`src/rtl/lifo_stack_pkg.sv`:
```
// Shared helpers for the lifo_stack slice: width derivation for the pointer and
// the index buses.
package lifo_stack_pkg;

  // Ceiling log2. The derived widths rely on clog2(1) == 0.
  function automatic int clog2(input int value);
    int result;
    int remaining;
    result = 0;
    remaining = value - 1;
    while (remaining > 0) begin
      result = result + 1;
      remaining = remaining >> 1;
    end
    return result;
  endfunction

endpackage

```
`src/rtl/lifo_stack_storage.sv`:
```
// DEPTH x WIDTH register array for lifo_stack: one synchronous write port and
// one combinational read port. Contents are intentionally not reset.
module lifo_stack_storage #(
  parameter int WIDTH      = 8,
  parameter int DEPTH      = 4,
  parameter int DEPTH_LOG2 = 2
) (
  input  logic                  clock,
  input  logic                  write_enable,
  input  logic [DEPTH_LOG2-1:0] write_index,
  input  logic [WIDTH-1:0]      write_data,
  input  logic [DEPTH_LOG2-1:0] read_index,
  output logic [WIDTH-1:0]      read_data
);

  logic [WIDTH-1:0] mem_r [DEPTH];

  // Write port; indices past the last entry (non-pow2 depths) are dropped.
  always_ff @(posedge clock) begin
    if (write_enable && (int'(write_index) < DEPTH)) begin
      mem_r[write_index] <= write_data;
    end
  end

  // Read port; an out-of-range index reads as zero instead of indexing off the array.
  always_comb begin
    read_data = {WIDTH{1'b0}};
    if (int'(read_index) < DEPTH) begin
      read_data = mem_r[read_index];
    end else begin
      read_data = {WIDTH{1'b0}};
    end
  end

endmodule

```
`src/rtl/lifo_stack.sv`:
```
// Synchronous LIFO stack with a saturating pointer and a show-ahead read port.
// Define LIFO_STACK_ERROR_FLAGS_EN to add sticky overflow/underflow outputs.
module lifo_stack
  import lifo_stack_pkg::*;
#(
  parameter int WIDTH       = 8,
  parameter int DEPTH       = 4,
  parameter int DEPTH_LOG2  = clog2(DEPTH),
  parameter int LEVEL_WIDTH = clog2(DEPTH + 1)
) (
  input  logic                   clock,
  input  logic                   resetn,
  input  logic                   write_enable,
  input  logic [WIDTH-1:0]       write_data,
  output logic                   full,
  input  logic                   read_enable,
  output logic [WIDTH-1:0]       read_data,
  output logic                   empty,
  output logic [LEVEL_WIDTH-1:0] level
`ifdef LIFO_STACK_ERROR_FLAGS_EN
  ,
  output logic                   overflow,
  output logic                   underflow
`endif
);

  localparam logic [LEVEL_WIDTH-1:0] FULL_LEVEL = LEVEL_WIDTH'(DEPTH);
  localparam logic [LEVEL_WIDTH-1:0] ONE_LEVEL  = LEVEL_WIDTH'(1);

  logic [LEVEL_WIDTH-1:0] sp_r;
  logic [LEVEL_WIDTH-1:0] sp_next_s;
  logic                   mem_write_s;
  logic [DEPTH_LOG2-1:0]  mem_write_index_s;
  logic [DEPTH_LOG2-1:0]  push_index_s;
  logic [DEPTH_LOG2-1:0]  top_index_s;
  logic [WIDTH-1:0]       top_data_s;

  // Flags are decodes of the pointer register only, never of the request inputs.
  assign empty        = (sp_r == {LEVEL_WIDTH{1'b0}});
  assign full         = (sp_r == FULL_LEVEL);
  assign level        = sp_r;
  assign push_index_s = DEPTH_LOG2'(sp_r);
  assign top_index_s  = DEPTH_LOG2'(sp_r - ONE_LEVEL);
  assign read_data    = empty ? {WIDTH{1'b0}} : top_data_s;

  // Request qualification: illegal pushes/pops fall through with no state change.
  always_comb begin
    mem_write_s       = 1'b0;
    mem_write_index_s = push_index_s;
    sp_next_s         = sp_r;
    case ({write_enable, read_enable})
      2'b10: begin
        if (!full) begin
          mem_write_s = 1'b1;
          sp_next_s   = sp_r + ONE_LEVEL;
        end else begin
          mem_write_s = 1'b0;
          sp_next_s   = sp_r;
        end
      end
      2'b01: begin
        if (!empty) begin
          sp_next_s = sp_r - ONE_LEVEL;
        end else begin
          sp_next_s = sp_r;
        end
      end
      2'b11: begin
        // Replace-top is legal even when full; on empty only the push survives.
        mem_write_s = 1'b1;
        if (!empty) begin
          mem_write_index_s = top_index_s;
          sp_next_s         = sp_r;
        end else begin
          mem_write_index_s = push_index_s;
          sp_next_s         = sp_r + ONE_LEVEL;
        end
      end
      default: begin
        mem_write_s       = 1'b0;
        mem_write_index_s = push_index_s;
        sp_next_s         = sp_r;
      end
    endcase
  end

  // Stack pointer, cleared asynchronously so stale entries are hidden at once.
  always_ff @(posedge clock or negedge resetn) begin
    if (!resetn) begin
      sp_r <= {LEVEL_WIDTH{1'b0}};
    end else begin
      sp_r <= sp_next_s;
    end
  end

  lifo_stack_storage #(
    .WIDTH      (WIDTH),
    .DEPTH      (DEPTH),
    .DEPTH_LOG2 (DEPTH_LOG2)
  ) u_storage (
    .clock        (clock),
    .write_enable (mem_write_s),
    .write_index  (mem_write_index_s),
    .write_data   (write_data),
    .read_index   (top_index_s),
    .read_data    (top_data_s)
  );

`ifdef LIFO_STACK_ERROR_FLAGS_EN
  logic overflow_r;
  logic underflow_r;

  // Sticky error flags; a replace-top while full is not an overflow.
  always_ff @(posedge clock or negedge resetn) begin
    if (!resetn) begin
      overflow_r  <= 1'b0;
      underflow_r <= 1'b0;
    end else begin
      if (write_enable && !read_enable && full) begin
        overflow_r <= 1'b1;
      end
      if (read_enable && !write_enable && empty) begin
        underflow_r <= 1'b1;
      end
    end
  end

  assign overflow  = overflow_r;
  assign underflow = underflow_r;
`endif

endmodule
```
`config.mk`:
```
export PLATFORM = sky130hd
export DESIGN_NAME = lifo_stack
export DESIGN_NICKNAME = d
export VERILOG_FILES = /design/src/rtl/lifo_stack_pkg.sv /design/src/rtl/lifo_stack_storage.sv /design/src/rtl/lifo_stack.sv
export SDC_FILE = /design/constraint.sdc
export NUM_CORES = 1
export LEC_CHECK = 0
export ABC_AREA = 0
export ABC_CLOCK_PERIOD_IN_PS = 2600
export BUFFER_PORTS_ARGS = -buffer_cell sky130_fd_sc_hd__buf_2
export CORE_MARGIN = 2
export CORE_UTILIZATION = 55
export DETAILED_ROUTE_END_ITERATION = 7
export PLACE_DENSITY = 0.82
export SLEW_MARGIN = 20
export SYNTH_ARGS = -nofsm -noshare
export SYNTH_HDL_FRONTEND = slang
export SYNTH_HIERARCHICAL = 1
export SYNTH_SLANG_ARGS = --single-unit
```
`constraint.sdc`:
```
create_clock -name clock -period 2.6 [get_ports clock]
set_input_delay 0.26 -clock clock [delete_from_list [all_inputs] [get_ports clock]]
set_output_delay 0.26 -clock clock [all_outputs]
set_load 0.01 [all_outputs]
```
==> reports/qor.txt, run 1 <==
R2R Path Start = level[1]
Synth Net Count = 107
post-synth top area cell = edfxtp_1
Yosys top cell area share = 60.42%
Final min period = 2.469 ns
Hold Startpoint = write_data[7]
io pins = 25
asr flop ratio synth = 8.571%
HPWL after DPL = 1890 µm
Filler cells = 204
final WL = 2644 µm
crit path DAT = 2.21 ns
RD Place Congestion = 0.7906
grt total ovfl = 0
CP Cell Sequence = inv_1 > ha_1 > inv_1 > mux4_2 > and2_1 > buf_2
predominant post-synthesis flop cell = edfxtp_1
Setup violations, final = 0
antenna violations before repair = 0
Area contributors post-synth = edfxtp_1, mux4_2, dfrtp_1
Std-Cell Core Area = 2758 µm²
Worst Setup End Kind = output port
clk root buf = clkbuf_4
main combinational cell family by area after synthesis = multiplexers
Final Hold Viols = 0
Synth Area in Simple Gates = 9.520%
largest net degree at the start of global routing = 15
CTS tree = built
P_leak = 0.6892 nW
most common cell in the netlist = edfxtp_1
Initial Util = 57.67%
Worst setup SP type = register
FF-to-FF path depth = 6
Worst Skew = 0.006938 ns
std cell rows = 19
number of flops mapped to enable cells by yosys = 32
first-pass GRT wire length = 4112 µm
R2R setup slack = 0.24 ns
Worst Hold End = u_storage/mem_r[1][7]
TritonCTS Buffers = 5
fin. max-slew vios = 0
port bufs = 24
fmax = 405.1 MHz
multiplexer share of the synthesized area = 13.30%
Clock Latency Late Sink = 0.33 ns
Detailed Routing Iterations Pass 1 = 6
Synth top cells by count = edfxtp_1, and2_1, mux4_2
Syn Area/Cell = 17.29 µm²
fin nets = 138
DR vias = 903
outcome = completed
met1 Use GR = 21.68%
layout cells sized above 1 = 38.71%
# diodes = 0
DRC viols = 0
CTS Sinks = 35
Post-Synth XOR/XNOR Area = 1.652%
reg2reg end = u_storage/mem_r[2][7]
worst slew pin tran = 0.4169 ns
Critical Path RT = 2.34 ns
Area Overhead vs Synth = 12.67%
met2 usage in global routing = 29.06%
H-tree depth = 2
mapped cell area = 1590 µm²
synth warn = 6
die area = 3337 µm²
deepest clock path buffer count = 2
Crit path largest cell delay = 0.43 ns
post-CTS setup buffer count = 0
clk slew on worst S/H paths = 0.09 ns
DR vias/cell = 5.826
Slew HR = 72.21%
slowest CP cell = dfrtp_1
starting DRC count in detailed routing = 55
MaxCap Viol Count = 0
Tcrit/Tclk final = 94.95%
Hold/Removal Path Class = input port to register
PD cells = 1196 nW/µm²
CP Class = register to output port
Routed wire per std cell = 17.06 µm
synthesized flop and latch total = 35
VDD IR-drop max = 0.6611 mV
global route hottest layer = met2
final core utilization = 64.97%
number of global-route vias before repair = 891
worst-path maximum fanout = 8
Die X-Extent = 57.77 µm
synth unique cells = 30
Post-Synth Adder-Cell Area = 2.360%
cell count after synthesis = 92
hold depth = 1
Worst path most repeated cell = inv_1
GRT Util Overall = 17.74%
register area share after synthesis = 65.15%
total negative slack = 0 ns
RSZ-0062 raised after global routing = no
ANT nets after route = 0
compound-cell area share of the yosys netlist = 4.249%
die height = 57.77 µm
met3 usage = 5.580%
## layout by cell type (no fill, tap or decap), drive strengths merged, types with 3 or more instances in the layout
cell type,n
dfrtp,3
buf,27
nand3,3
mux4,8
and3b,3
inv,5
clkbuf,7
and2,9
ha,3
xnor2,3
edfxtp,32
## worst max-delay path by stage
stage / from / to / slack, ns / cells past startpoint
4_1_cts: level[1] / read_data[3] / 0.13 / 6
3_5_place_dp: level[1] / u_storage/mem_r[2][7] / 0.26 / 6
6_report: level[1] / read_data[3] / 0.13 / 6
3_3_place_gp: level[1] / u_storage/mem_r[2][6] / 0.35 / 6
2_1_floorplan: level[0] / u_storage/mem_r[0][0] / 0.18 / 5
5_1_grt: level[1] / read_data[3] / 0.02 / 6
## critical path, delay by kind of cell, from the launching register on
kind          cells  cell delay [ns]
mux               1             0.37
buf+inv           3             0.56
simple gates      1             0.16
fa+ha+maj         1             0.36
flops             1             0.43
## layout make-up
cell class | instances | area (µm²) | area share (%)
inverters | 5 | 18.77 | 1.047
clock inverters | 1 | 5.005 | 0.2793
well taps | 31 | 38.79 | 2.165
flip-flops and latches | 35 | 1036 | 57.82
multi-input cells | 48 | 495.5 | 27.65
repair buffers | 28 | 152.6 | 8.520
clock buffers | 7 | 45.04 | 2.514
## where the power goes
group	internal, mW	switching (mW)	leakage (nW)	total [mW]
Clock	0.105	0.156	0.0293	0.261
Combinational	0.510	0.533	0.331	1.04
Sequential	0.778	0.0614	0.329	0.840
Total	1.39	0.750	0.689	2.14
## sequential cells by signal (all words and copies together) (netlist names)
signal           cells
level                3
u_storage/mem_r     32
## per-layer routing
layer | vias up | wire (µm) | share of wire [%]
li1 | 418 | - | -
met1 | 456 | 1072 | 41
met4 | 0 | 46 | 1.7
met2 | 23 | 1411 | 53
met5 | - | 0 | 0
met3 | 6 | 114 | 4.3
## timing repair
item / 4_1_cts / 5_1_grt
hold buffers: 1 / 0
setup endpoints to repair: 0 / 7
endpoints found under the hold margin: 3 / 0
gates resized for setup: 0 / 1
## cells by family after synthesis
logic type      after synthesis
mux                          11
fa+ha+maj                     3
simple gates                 23
flops                        35
compound gates                8
buf+inv                       9
xor+xnor                      3
## per-stage QoR
stage | worst slack (ns) | cells | hold slack [ns] | total power, mW | cell area [µm²]
5_1_grt | 0.02354 | 155 | 0.1293 | 2.274 | 1792
6_report | 0.1314 | 155 | 0.1437 | 2.143 | 1792
3_3_place_gp | 0.3536 | 146 | 0.06396 | 1.871 | 1730
3_5_place_dp | 0.2640 | 146 | 0.06647 | 1.903 | 1730
4_1_cts | 0.1258 | 155 | 0.1266 | 2.175 | 1790
2_1_floorplan | 0.1773 | 92 | -0.03559 | 1.583 | 1590
Power figures use the tool's default switching activity.
==> run 2: changes to the inputs <==
--- a/config.mk
+++ b/config.mk
@@ -7,11 +7,11 @@
 export LEC_CHECK = 0
 export ABC_AREA = 0
 export ABC_CLOCK_PERIOD_IN_PS = 2600
-export BUFFER_PORTS_ARGS = -buffer_cell sky130_fd_sc_hd__buf_2
 export CORE_MARGIN = 2
 export CORE_UTILIZATION = 55
 export DETAILED_ROUTE_END_ITERATION = 7
-export PLACE_DENSITY = 0.82
+export DONT_BUFFER_PORTS = 1
+export PLACE_DENSITY = 0.74
 export SLEW_MARGIN = 20
 export SYNTH_ARGS = -nofsm -noshare
 export SYNTH_HDL_FRONTEND = slang
==> reports/qor.txt, run 2 (same netlist as run 1, synthesis figures left out) <==
outcome = completed
Filler cells = 206
die height = 57.77 µm
CP Cell Sequence = inv_1 > ha_1 > inv_1 > mux4_2 > and2_1
post-CTS setup buffer count = 0
PD cells = 1140 nW/µm²
antenna violations before repair = 0
max FFs per register = 32
Worst path most repeated cell = inv_1
Tcrit/Tclk final = 93.63%
Slew HR = 71.66%
HPWL after DPL = 1841 µm
DRC viols = 0
CP top delay family = flip-flops
Seq pwr share = 42.6%
Routed wire per std cell = 19.06 µm
leading cell type in the layout, fill and taps excluded = edfxtp_1
worst slew pin tran = 0.4252 ns
RD Place Congestion = 0.7942
hold depth = 0
CP Class = register to output port
die area = 3337 µm²
clk slew on worst S/H paths = 0.09 ns
Final Hold Viols = 0
port bufs = 0
Worst setup SP type = register
CTS tree = built
Area Overhead vs Synth = 10.94%
grt total ovfl = 0
first-pass GRT wire length = 4243 µm
number of global-route vias before repair = 867
layout cells sized above 1 = 22.02%
DR vias = 842
Setup violations, final = 0
CTS Sinks = 35
fmax = 410.8 MHz
crit path DAT = 2.17 ns
post-route cell area = 1764 µm²
worst-path maximum fanout = 8
# diodes = 0
area post-placement = 1610 µm²
Critical path origin = level[1]
Levels on crit path = 5
DR vias/cell = 6.014
Std-Cell Core Area = 2758 µm²
TritonCTS Buffers = 5
reg2reg end = u_storage/mem_r[3][2]
multi-input logic area = 494.2 µm²
FF-to-FF path depth = 5
worst setup path end = read_data[1]
Worst Setup End Kind = output port
final WL = 2669 µm
ANT nets after route = 0
Die X-Extent = 57.77 µm
fin. max-slew vios = 0
worst path bufs/invs = 2
fin nets = 123
Detailed Routing Iterations Pass 1 = 4
Worst Skew = 0.01119 ns
Hold/Removal Path Class = input port to register
H-tree depth = 2
io pins = 25
RSZ-0062 raised after global routing = no
Pint = 1.289 mW
R2R setup slack = 0.26 ns
most frequent cells in the layout = edfxtp_1, dlygate4sd3_1, and2_1, mux4_2
largest net degree at the start of global routing = 15
Reg with most FFs = u_storage/mem_r
P_leak = 0.6257 nW
starting DRC count in detailed routing = 26
Clock Latency Late Sink = 0.34 ns
Psw = 0.7222 mW
Final min period = 2.434 ns
Switching Fraction = 35.91%
GRT Util Overall = 18.11%
Comb pwr share = 43.7%
std cell rows = 19
total negative slack = 0 ns
MaxCap Viol Count = 0
R2R Path Start = level[1]
Post-CTS Resized = 0
slowest CP cell = dfrtp_1
Initial Util = 57.67%
clk root buf = clkbuf_4
Critical Path RT = 2.34 ns
Clk pwr share = 13.7%
register area = 1036 µm²
Crit path largest cell delay = 0.48 ns
VDD IR-drop max = 0.8339 mV
deepest clock path buffer count = 2
[run 2: cell count changes in the layout (fill, tap and decap cells not counted)]
cell           change
buf_2             -24
dlygate4sd3_1      +9
and3_1             +1
clkinvlp_4         +1
and3_2             -1
clkbuf_1           -1
[run 2: power by group through the flow]
| stage | clock network (mW) | logic, mW | registers (mW) |
|---|---|---|---|
| floorplan | 0 | 0.738 | 0.845 |
| global placement | 0 | 0.858 | 0.862 |
| detailed placement | 0 | 0.882 | 0.870 |
| CTS | 0.284 | 0.889 | 0.857 |
| global route | 0.308 | 0.955 | 0.866 |
| finish | 0.276 | 0.879 | 0.856 |
[run 2: worst register-to-register path: stages, from the launching register on]
cell,delay (ns)
dfrtp_1,0.48
inv_1,0.13
ha_1,0.30
and2_2,0.27
a21boi_0,0.33
and3_1,0.48
[run 2: worst min-delay path by stage]
stage,startpoint,endpoint,slack (ns)
finish,write_data[4],u_storage/mem_r[2][4],0.02
global route,write_data[2],u_storage/mem_r[3][2],0.0001
CTS,write_data[1],u_storage/mem_r[3][1],0.003
detailed placement,resetn,level[2],-0.04
global placement,resetn,level[2],-0.04
floorplan,resetn,level[0],-0.04
[run 2: through the flow]
stage	instances	hold slack, ns	total power, mW	util (%)	setup slack (ns)
after detailed placement	122	-0.03551	1.751	58.39	0.2615
after floorplan	92	-0.03559	1.583	-	0.1773
final	140	0.02085	2.011	63.97	0.1656
after CTS	135	0.003237	2.030	62.16	0.1470
after global routing	140	0.0001355	2.129	63.97	0.06816
after global placement	122	-0.03551	1.720	58.39	0.3586
[run 2: repair_timing]
action	4_1_cts	5_1_grt
hold buffers	5	5
endpoints found under the setup margin	0	0
hold endpoints to repair	13	11
[run 2: cell type report]
cell class	count	share of cell area, %
tap	31	2.199
sequential	35	58.72
multi-input combinational	48	28.01
clock buffer	6	2.340
clock inverter	2	0.7092
inverter	5	1.064
timing repair buffer	13	6.950
[run 2: metal layers]
metal	wire length, µm	part of all wire [%]	track usage [%]
met2	1349	51	29.55
met4	25	0.94	4.983
met5	0	0	0
met3	194	7.3	7.813
met1	1100	41	22.29
==> run 3: changes to the inputs <==
--- a/config.mk
+++ b/config.mk
@@ -6,12 +6,12 @@
 export NUM_CORES = 1
 export LEC_CHECK = 0
 export ABC_AREA = 0
-export ABC_CLOCK_PERIOD_IN_PS = 2600
+export ABC_CLOCK_PERIOD_IN_PS = 2700
 export CORE_MARGIN = 2
-export CORE_UTILIZATION = 55
+export CORE_UTILIZATION = 40
 export DETAILED_ROUTE_END_ITERATION = 7
 export DONT_BUFFER_PORTS = 1
-export PLACE_DENSITY = 0.74
+export PLACE_DENSITY_LB_ADDON = 0.12
 export SLEW_MARGIN = 20
 export SYNTH_ARGS = -nofsm -noshare
 export SYNTH_HDL_FRONTEND = slang
==> constraint.sdc (replaced) <==
create_clock -name clock -period 2.7 [get_ports clock]
set_input_delay 0.27 -clock clock [delete_from_list [all_inputs] [get_ports clock]]
set_output_delay 0.27 -clock clock [all_outputs]
set_load 0.01 [all_outputs]
==> reports/qor.txt, run 3 (same netlist as run 1, synthesis figures left out) <==
outcome = completed
Comb pwr share = 39.2%
CP Class = register to output port
Die X-Extent = 67.06 µm
ANT nets after route = 0
leading cell type in the layout, fill and taps excluded = edfxtp_1
R2R Path Start = level[1]
Worst setup SP type = register
Worst Setup End Kind = output port
DR vias/cell = 5.399
reg2reg end = u_storage/mem_r[2][2]
R2R setup slack = 0.33 ns
Routed wire per std cell = 18.37 µm
deepest clock path buffer count = 2
DRC viols = 0
DR vias = 799
Pint = 1.408 mW
fmax = 420.6 MHz
clk root buf = clkbuf_8
fin nets = 114
Clock Latency Late Sink = 0.29 ns
port bufs = 0
GRT Util Overall = 14.58%
HPWL after DPL = 1873 µm
crit path DAT = 2.11 ns
RD Place Congestion = 0.7137
Std-Cell Core Area = 3744 µm²
Critical path origin = level[1]
Area Overhead vs Synth = 10.31%
P_leak = 0.6180 nW
clk slew on worst S/H paths = 0.07 ns
die area = 4496 µm²
worst setup path end = read_data[1]
Clk pwr share = 21.7%
io pins = 25
Initial Util = 42.48%
antenna violations before repair = 0
met2 usage in global routing = 22.90%
first-pass GRT wire length = 4485 µm
post-CTS setup buffer count = 0
fin. max-slew vios = 0
CTS Sinks = 35
Critical Path RT = 2.43 ns
Tcrit/Tclk final = 88.06%
PD cells = 1205 nW/µm²
CTS tree = built
std cell rows = 22
largest net degree at the start of global routing = 15
die height = 67.06 µm
met1 Use GR = 16.89%
Final min period = 2.378 ns
final WL = 2719 µm
number of global-route vias before repair = 877
Reg with most FFs = u_storage/mem_r
Hold/Removal Path Class = input port to register
Detailed Routing Iterations Pass 1 = 4
hold depth = 0
RSZ-0062 raised after global routing = no
final setup margin = 0.3224 ns
Setup violations, final = 0
Seq pwr share = 39.1%
worst-path maximum fanout = 8
TritonCTS Buffers = 5
Switching Fraction = 33.40%
grt total ovfl = 0
hold_buf cts = 1
Filler cells = 348
Final Hold Viols = 0
MaxCap Viol Count = 0
met3 usage = 6.081%
dpl ws = 0.3439 ns
layout cells sized above 1 = 25.00%
most frequent cells in the layout = edfxtp_1, and2_1, mux4_2, inv_1, clkbuf_8
# diodes = 0
VDD IR-drop max = 0.5569 mV
Psw = 0.7060 mW
H-tree depth = 2
Post-CTS Resized = 0
global route hottest layer = met2
total negative slack = 0 ns
worst slew pin tran = 0.4885 ns
Worst Skew = 0.007996 ns
max FFs per register = 32
FF-to-FF path depth = 5
Slew HR = 67.43%
starting DRC count in detailed routing = 33
==> run 3: how the worst min path moves through the flow <==
stage | from | to | slack, ns
after floorplan | resetn | level[0] | -0.03
after global placement | resetn | level[0] | -0.03
after detailed placement | resetn | level[2] | -0.03
after CTS | write_data[5] | u_storage/mem_r[2][5] | 0.06
after global routing | write_data[4] | u_storage/mem_r[0][4] | 0.05
final | write_data[4] | u_storage/mem_r[0][4] | 0.07
==> run 3: metal layers <==
layer	vias up	share of wire [%]	wire length [µm]
met2	26	48	1315
met1	394	42	1141
met3	8	6.9	188
met4	0	2.7	74
li1	371	-	-
met5	-	0	0
==> run 3: worst max-delay path: stages (launching register included) <==
cell and delay (ns):
dfrtp_1 0.48, inv_1 0.13, ha_1 0.37, inv_1 0.31
mux4_2 0.35, and2_1 0.18
==> run 3: power groups by stage <==
| stage | Clock (mW) | Combinational, mW | Sequential (mW) |
|---|---|---|---|
| after floorplan | 0 | 0.711 | 0.813 |
| after global placement | 0 | 0.851 | 0.834 |
| after detailed placement | 0 | 0.851 | 0.839 |
| after CTS | 0.474 | 0.856 | 0.827 |
| after global routing | 0.506 | 0.919 | 0.844 |
| final | 0.459 | 0.829 | 0.826 |
==> run 3: layout make-up <==
| cell class | count | area [µm²] | area share, % |
|---|---|---|---|
| clock buffers | 5 | 68.82 | 3.923 |
| clock inverters | 3 | 43.79 | 2.496 |
| flip-flops and latches | 35 | 1036 | 59.06 |
| multi-input cells | 48 | 494.2 | 28.17 |
| well taps | 48 | 60.06 | 3.424 |
| inverters | 5 | 18.77 | 1.070 |
| repair buffers | 4 | 32.53 | 1.854 |
==> run 3: stage by stage <==
stage | cell area (µm²) | std cells | hold slack (ns) | total power [mW] | util [%]
final | 1754 | 148 | 0.07383 | 2.114 | 46.86
after global routing | 1754 | 148 | 0.04799 | 2.269 | 46.86
after CTS | 1754 | 148 | 0.06313 | 2.157 | 46.86
after detailed placement | 1632 | 139 | -0.02554 | 1.690 | 43.58
after global placement | 1632 | 139 | -0.02553 | 1.685 | 43.58
after floorplan | 1590 | 92 | -0.02559 | 1.524 | -
